--- src/rtl/snoop_window_ctrl.sv ---
// Measurement-window controller for the packet snooper.
// Times a programmable window on a passively tapped AXI-Stream link and
// accumulates byte, flit, packet and malformed-keep totals, then offers one
// result record to the stats reader over valid/ready.
module snoop_window_ctrl #(
    parameter int TDATA_WIDTH = 128,
    parameter int TKEEP_WIDTH = TDATA_WIDTH / 8,
    parameter int CNT_WIDTH   = 32,
    parameter int WIN_WIDTH   = 32
) (
    input  logic                   clk,
    input  logic                   areset,
    input  logic                   snoop_tvalid,
    input  logic                   snoop_tready,
    input  logic [TKEEP_WIDTH-1:0] snoop_tkeep,
    input  logic                   snoop_tlast,
    input  logic [WIN_WIDTH-1:0]   cfg_window,
    input  logic                   start,
    input  logic                   abort,
    output logic                   busy,
    output logic                   res_valid,
    input  logic                   res_ready,
    output logic [CNT_WIDTH-1:0]   res_bytes,
    output logic [CNT_WIDTH-1:0]   res_flits,
    output logic [CNT_WIDTH-1:0]   res_pkts,
    output logic [CNT_WIDTH-1:0]   res_bad_keep,
    output logic                   res_partial
);

    localparam int BW = $clog2(TKEEP_WIDTH + 1);
    // Sum width wide enough for either operand plus a carry bit.
    localparam int SW = ((CNT_WIDTH > BW) ? CNT_WIDTH : BW) + 1;
    localparam logic [CNT_WIDTH-1:0] CMAX = '1;

    typedef enum logic [1:0] {IDLE, MEASURE, DRAIN, DONE} state_t;

    state_t                 state_q;
    logic [WIN_WIDTH-1:0]   win_cnt_q;
    logic [BW-1:0]          stage_bytes_q;
    logic                   stage_bad_q;
    logic                   in_pkt_q;
    logic                   zero_win_q;
    logic                   valid_q;
    logic                   partial_q;
    logic [CNT_WIDTH-1:0]   bytes_q, flits_q, pkts_q, bad_q;

    logic                   beat;
    logic [TKEEP_WIDTH-1:0] nkeep;
    logic                   legal;
    logic [BW-1:0]          kbytes_d;
    logic                   kbad_d;
    logic [SW-1:0]          bsum;
    logic [CNT_WIDTH-1:0]   bytes_d, flits_d, pkts_d, bad_d;

    assign beat = snoop_tvalid & snoop_tready;

    // Keep-to-byte-count conversion and saturating next values for the totals.
    always_comb begin
        nkeep = ~snoop_tkeep;
        // Low-aligned run: x & (x+1) == 0. High-aligned run: same test on ~x.
        legal = ((snoop_tkeep & (snoop_tkeep + TKEEP_WIDTH'(1))) == '0) ||
                ((nkeep & (nkeep + TKEEP_WIDTH'(1))) == '0);
        kbytes_d = '0;
        for (int i = 0; i < TKEEP_WIDTH; i++)
            kbytes_d = kbytes_d + BW'(snoop_tkeep[i]);
        kbad_d = ~legal;
        if (!legal)
            kbytes_d = '0;

        bsum    = SW'(bytes_q) + SW'(stage_bytes_q);
        bytes_d = (bsum > SW'(CMAX)) ? CMAX : bsum[CNT_WIDTH-1:0];
        flits_d = (flits_q == CMAX) ? CMAX : flits_q + CNT_WIDTH'(1);
        pkts_d  = (pkts_q == CMAX) ? CMAX : pkts_q + CNT_WIDTH'(1);
        bad_d   = (stage_bad_q && bad_q != CMAX) ? bad_q + CNT_WIDTH'(1) : bad_q;
    end

    // Window FSM, byte stage, open-packet tracking and result registers.
    always_ff @(posedge clk or posedge areset) begin
        if (areset) begin
            state_q       <= IDLE;
            win_cnt_q     <= '0;
            stage_bytes_q <= '0;
            stage_bad_q   <= 1'b0;
            in_pkt_q      <= 1'b0;
            zero_win_q    <= 1'b0;
            valid_q       <= 1'b0;
            partial_q     <= 1'b0;
            bytes_q       <= '0;
            flits_q       <= '0;
            pkts_q        <= '0;
            bad_q         <= '0;
        end else begin
            // Packet framing is tracked on every beat so a window opening
            // mid-packet still knows whether a packet is open.
            if (beat)
                in_pkt_q <= ~snoop_tlast;

            if (abort && (state_q == MEASURE || state_q == DRAIN)) begin
                state_q       <= IDLE;
                win_cnt_q     <= '0;
                stage_bytes_q <= '0;
                stage_bad_q   <= 1'b0;
                partial_q     <= 1'b0;
                bytes_q       <= '0;
                flits_q       <= '0;
                pkts_q        <= '0;
                bad_q         <= '0;
            end else begin
                case (state_q)
                    IDLE: begin
                        if (start) begin
                            stage_bytes_q <= '0;
                            stage_bad_q   <= 1'b0;
                            partial_q     <= 1'b0;
                            bytes_q       <= '0;
                            flits_q       <= '0;
                            pkts_q        <= '0;
                            bad_q         <= '0;
                            win_cnt_q     <= cfg_window;
                            zero_win_q    <= (cfg_window == '0);
                            state_q       <= (cfg_window == '0) ? DRAIN : MEASURE;
                        end
                    end
                    MEASURE: begin
                        bytes_q       <= bytes_d;
                        bad_q         <= bad_d;
                        stage_bytes_q <= beat ? kbytes_d : '0;
                        stage_bad_q   <= beat & kbad_d;
                        if (beat) begin
                            flits_q <= flits_d;
                            if (snoop_tlast)
                                pkts_q <= pkts_d;
                        end
                        win_cnt_q <= win_cnt_q - WIN_WIDTH'(1);
                        if (win_cnt_q == WIN_WIDTH'(1))
                            state_q <= DRAIN;
                    end
                    DRAIN: begin
                        // Flush the last staged beat; beats now are outside the window.
                        bytes_q       <= bytes_d;
                        bad_q         <= bad_d;
                        stage_bytes_q <= '0;
                        stage_bad_q   <= 1'b0;
                        partial_q     <= in_pkt_q & ~zero_win_q;
                        valid_q       <= 1'b1;
                        state_q       <= DONE;
                    end
                    DONE: begin
                        if (res_ready) begin
                            valid_q <= 1'b0;
                            state_q <= IDLE;
                        end
                    end
                    default: state_q <= IDLE;
                endcase
            end
        end
    end

    assign busy         = (state_q != IDLE);
    assign res_valid    = valid_q;
    assign res_bytes    = bytes_q;
    assign res_flits    = flits_q;
    assign res_pkts     = pkts_q;
    assign res_bad_keep = bad_q;
    assign res_partial  = partial_q;

endmodule

--- config.mk ---
export PLATFORM = sky130hd
export DESIGN_NAME = snoop_window_ctrl
export DESIGN_NICKNAME = d
export VERILOG_FILES = /design/src/rtl/snoop_window_ctrl.sv
export SDC_FILE = /design/constraint.sdc
export NUM_CORES = 1
export LEC_CHECK = 0
export CAP_MARGIN = 20
export CORE_ASPECT_RATIO = 1.2
export CORE_MARGIN = 2
export CORE_UTILIZATION = 58
export CTS_CLUSTER_DIAMETER = 100
export DETAILED_ROUTE_END_ITERATION = 10
export GPL_TIMING_DRIVEN = 0
export PLACE_DENSITY = 0.87
export SKIP_LAST_GASP = 1
export SYNTH_ARGS = -nofsm -noshare
export SYNTH_HDL_FRONTEND = slang
export SYNTH_SLANG_ARGS = --single-unit
--- constraint.sdc ---
create_clock -name clk -period 12.2 [get_ports clk]
set_input_delay 1.83 -clock clk [delete_from_list [all_inputs] [get_ports clk]]
set_output_delay 1.83 -clock clk [all_outputs]
set_load 0.005 [all_outputs]
==> out/qor.txt <==
Area Growth Syn to Fin -> 25.85%
Clk_skew -> 0.01119 ns
Setup TNS -> 0 ns
Global-route wire length before repair -> 50860 um
CP startpoint -> snoop_tkeep[0]
Worst Max-Slew Pin Slew -> 0.9629 ns
Crit path to -> stage_bytes_q[4]$_DFFE_PP0P_
Post-CTS resize count -> 0
Clk buf depth -> 2
Via count -> 11240
Mapped Nets -> 1363
Share of layout cells above drive strength 1 -> 0.04292
CTS tree -> yes
Slowest cell delay on critical path -> 0.60 ns
Synth Flop Type -> dfrtp_1
Routed Antenna Nets -> 0
Power Density -> 153.3 nW/um^2
Fin. max-slew vios -> 0
Slew HR -> 0.3521
Drt pass-1 iters -> 6
Placer Congestion -> 0.9314
CP arrival -> 5.80 ns
Vias in the first global route -> 10340
Layout net count -> 1568
Yosys warns -> 0
Vias per Instance -> 6.552
# DRC -> 0
Sinks on Clock Net -> 172
Register bit count reported by yosys -> 172
Num CTS Buffers -> 17
Post-Syn Area per Cell -> 8.421 sq um
Overall Global Routing Usage -> 0.3166
Port bufs -> 185
MaxCap Viol Count -> 0
Aggregate routed wire length -> 31000 um
Critical R2R Launch -> state_q[0]$_DFFE_PP0P_
EDFF count, synth -> 0
Initial drt markers -> 1160
Most Frequent Cell on Critical Path -> fa_1
Worst setup SP type -> primary input
N_diodes -> 0
Setup violations, final -> 0
Post-synth ARST share -> 1.000
Clk Latency, worst-skew pair -> 0.43 ns
Lkg Pwr -> 0.005485 uW
H-tree depth -> 4
FILL cells -> 1386
Non-filler cells, final -> 1715
Cell count after placement -> 1683
Global route overflow -> 0
Total power -> 2068 uW
Reg2Reg Depth -> 9
Hold Crit Class -> register to register
FF-to-FF End -> res_flits[11]$_DFFE_PP0P_
Crit-path cells -> clkdlybuf4s50_1 -> inv_1 -> fa_1 -> fa_1 -> fa_1 -> fa_1 -> inv_1 -> ha_1 -> fa_1 -> a21oi_1 -> nor2b_1 -> a32o_1
Status -> finished, final reports clean
GRT busiest layer -> met2
Fin Hold WS -> 0.5126 ns
Root Buffer Master -> clkbuf_16
Fin crit period -> 5.482 ns
Final HPWL DP -> 22030 um
Maximum number of pins on one net before global-route repair -> 100
Mapped Cells -> 1273
DIE HEIGHT -> 152.9 um
FP Rows -> 54
Critical Path Stages -> 12
Final period util -> 0.4493
Fin util -> 0.7423
Clock-pin slew on the worst setup and hold paths -> 0.07 ns
Die Wd -> 128.1 um
Post-CTS setup buffers -> 0
Crit-path max FO -> 8
Sequential share of the synthesized area -> 0.4015
Maximum vdd ir drop -> 0.1102 mV
Kind of critical path -> primary input to register
Starting Density -> 0.5898
Final hold violation count -> 0
Hold buffers post-CTS -> 0
Core area -> 18170 sq um
Routed len/inst -> 18.08 um
Cell family with most CP delay -> adder cells
F_max -> 182.4 MHz
Cell variety after synth -> 73
Met1 Use GR -> 0.4281
Met2 Use GR -> 0.5162
Worst Setup End Kind -> register
Antenna violations before repair -> 1
RSZ-0062 raised after global routing -> false
Req. time, crit path -> 12.51 ns
Met3 usage -> 0.05110
Ports -> 187
R2R Setup Slk -> 9.11 ns
Buf/Inv on CP -> 3
CP max-delay cell -> clkdlybuf4s50_1
Die area -> 19590 sq um
Mapped Area -> 10720 sq um
==> metrics by stage <==
| step | setup slack [ns] | area (sq um) |
|---|---|---|
| 2_1_floorplan | 5.710 | 10720 |
| 3_3_place_gp | 3.397 | 12850 |
| 3_5_place_dp | 6.297 | 12890 |
| 4_1_cts | 6.722 | 13490 |
| 5_1_grt | 6.593 | 13490 |
| 6_report | 6.718 | 13490 |
==> placed cells by master (no fill, tap or decap), types with 8 or more instances in the layout <==
cell type and instances:
a21oi_1 97, a22o_1 15, a311oi_1 11, a31oi_1 32
a41oi_1 8, and3_1 27, and4_1 16, clkbuf_1 51
clkbuf_16 17, clkdlybuf4s50_1 185, dfrtp_1 172, fa_1 11
ha_1 23, inv_1 55, mux2i_1 8, nand2_1 124
nand3_1 64, nand4_1 29, nand4b_1 8, nor2_1 112
nor2b_1 9, nor3_1 47, nor4_1 24, o211ai_1 10
o21ai_0 143, o31ai_1 8, or3_1 16, xnor2_1 8
xor2_1 18
==> how the worst min path moves through the flow <==
| stage | from | depth (start not counted) | endpoint | slack [ns] |
|---|---|---|---|---|
| floorplan | in_pkt_q$_DFFE_PP0P_ | 2 | in_pkt_q$_DFFE_PP0P_ | 0.45 |
| global placement | zero_win_q$_DFFE_PP0P_ | 1 | zero_win_q$_DFFE_PP0P_ | 0.48 |
| detailed placement | stage_bytes_q[2]$_DFFE_PP0P_ | 1 | stage_bytes_q[2]$_DFFE_PP0P_ | 0.49 |
| CTS | stage_bytes_q[2]$_DFFE_PP0P_ | 1 | stage_bytes_q[2]$_DFFE_PP0P_ | 0.51 |
| global route | res_valid$_DFFE_PP0P_ | 2 | res_valid$_DFFE_PP0P_ | 0.54 |
| finish | stage_bytes_q[2]$_DFFE_PP0P_ | 1 | stage_bytes_q[2]$_DFFE_PP0P_ | 0.51 |
==> cell families (layout without fill, tap and decap cells) <==
kind of cell / Yosys count / after routing / share of synthesized area
compound gates: 396 / 396 / 0.2284
xor+xnor: 26 / 26 / 0.02124
fa+ha+maj: 34 / 34 / 0.04739
buf+inv: 114 / 332 / 0.04097
flops: 172 / 172 / 0.4015
mux: 10 / 10 / 0.009571
simple gates: 521 / 521 / 0.2509
==> registers in the layout, indices dropped and copies added, names as in the netlist <==
signal	cells
res_flits	32
state_q	2
res_partial	1
win_cnt_q	32
res_bad_keep	32
zero_win_q	1
stage_bad_q	1
stage_bytes_q	5
in_pkt_q	1
res_valid	1
res_bytes	32
res_pkts	32
==> metal layers <==
| metal | wire length [um] | share of wire | up-vias |
|---|---|---|---|
| li1 | - | - | 5151 |
| met2 | 15010 | 0.48 | 635 |
| met3 | 2862 | 0.092 | 103 |
| met5 | 0 | 0 | - |
| met4 | 793 | 0.026 | 0 |
| met1 | 12340 | 0.40 | 5347 |
==> report_power, final <==
group          switching, uW  internal, uW
Combinational            572           254
Clock                    238           320
Sequential              53.4           631
Total                    863          1200
==> Yosys cell counts, types with 6 or more instances <==
| library cell | number | area [sq um] |
|---|---|---|
| a211oi_1 | 7 | 52.55 |
| a21o_1 | 7 | 52.55 |
| a21oi_1 | 97 | 485.5 |
| a22o_1 | 15 | 131.4 |
| a311oi_1 | 11 | 96.34 |
| a31oi_1 | 32 | 200.2 |
| a41oi_1 | 8 | 70.07 |
| and2_1 | 7 | 43.79 |
| and3_1 | 27 | 168.9 |
| and4_1 | 16 | 140.1 |
| clkbuf_1 | 51 | 191.4 |
| dfrtp_1 | 172 | 4304 |
| fa_1 | 11 | 220.2 |
| ha_1 | 23 | 287.8 |
| inv_1 | 56 | 210.2 |
| mux2i_1 | 8 | 80.08 |
| nand2_1 | 124 | 465.5 |
| nand3_1 | 64 | 320.3 |
| nand4_1 | 29 | 181.4 |
| nand4b_1 | 8 | 70.07 |
| nor2_1 | 112 | 420.4 |
| nor2b_1 | 9 | 56.30 |
| nor3_1 | 47 | 235.2 |
| nor4_1 | 24 | 150.1 |
| o211ai_1 | 10 | 75.07 |
| o21ai_0 | 143 | 715.7 |
| o22ai_1 | 6 | 37.54 |
| o311ai_0 | 6 | 52.55 |
| o31ai_1 | 8 | 60.06 |
| or2_2 | 6 | 37.54 |
| or3_1 | 16 | 100.1 |
| xnor2_1 | 8 | 70.07 |
| xor2_1 | 18 | 157.7 |
==> area by class of cell <==
cell class                 instances  area [sq um]  share of cell area
multi-input combinational        987          5977              0.4430
sequential                       172          4304              0.3190
timing repair buffer             186          1879              0.1393
clock buffer                      20         466.7             0.03459
tap                              224         280.3             0.02077
buffer                            57         225.2             0.01669
inverter                          57         221.5             0.01641
clock inverter                    12         137.6             0.01020
(Power assumes the default switching activity.)
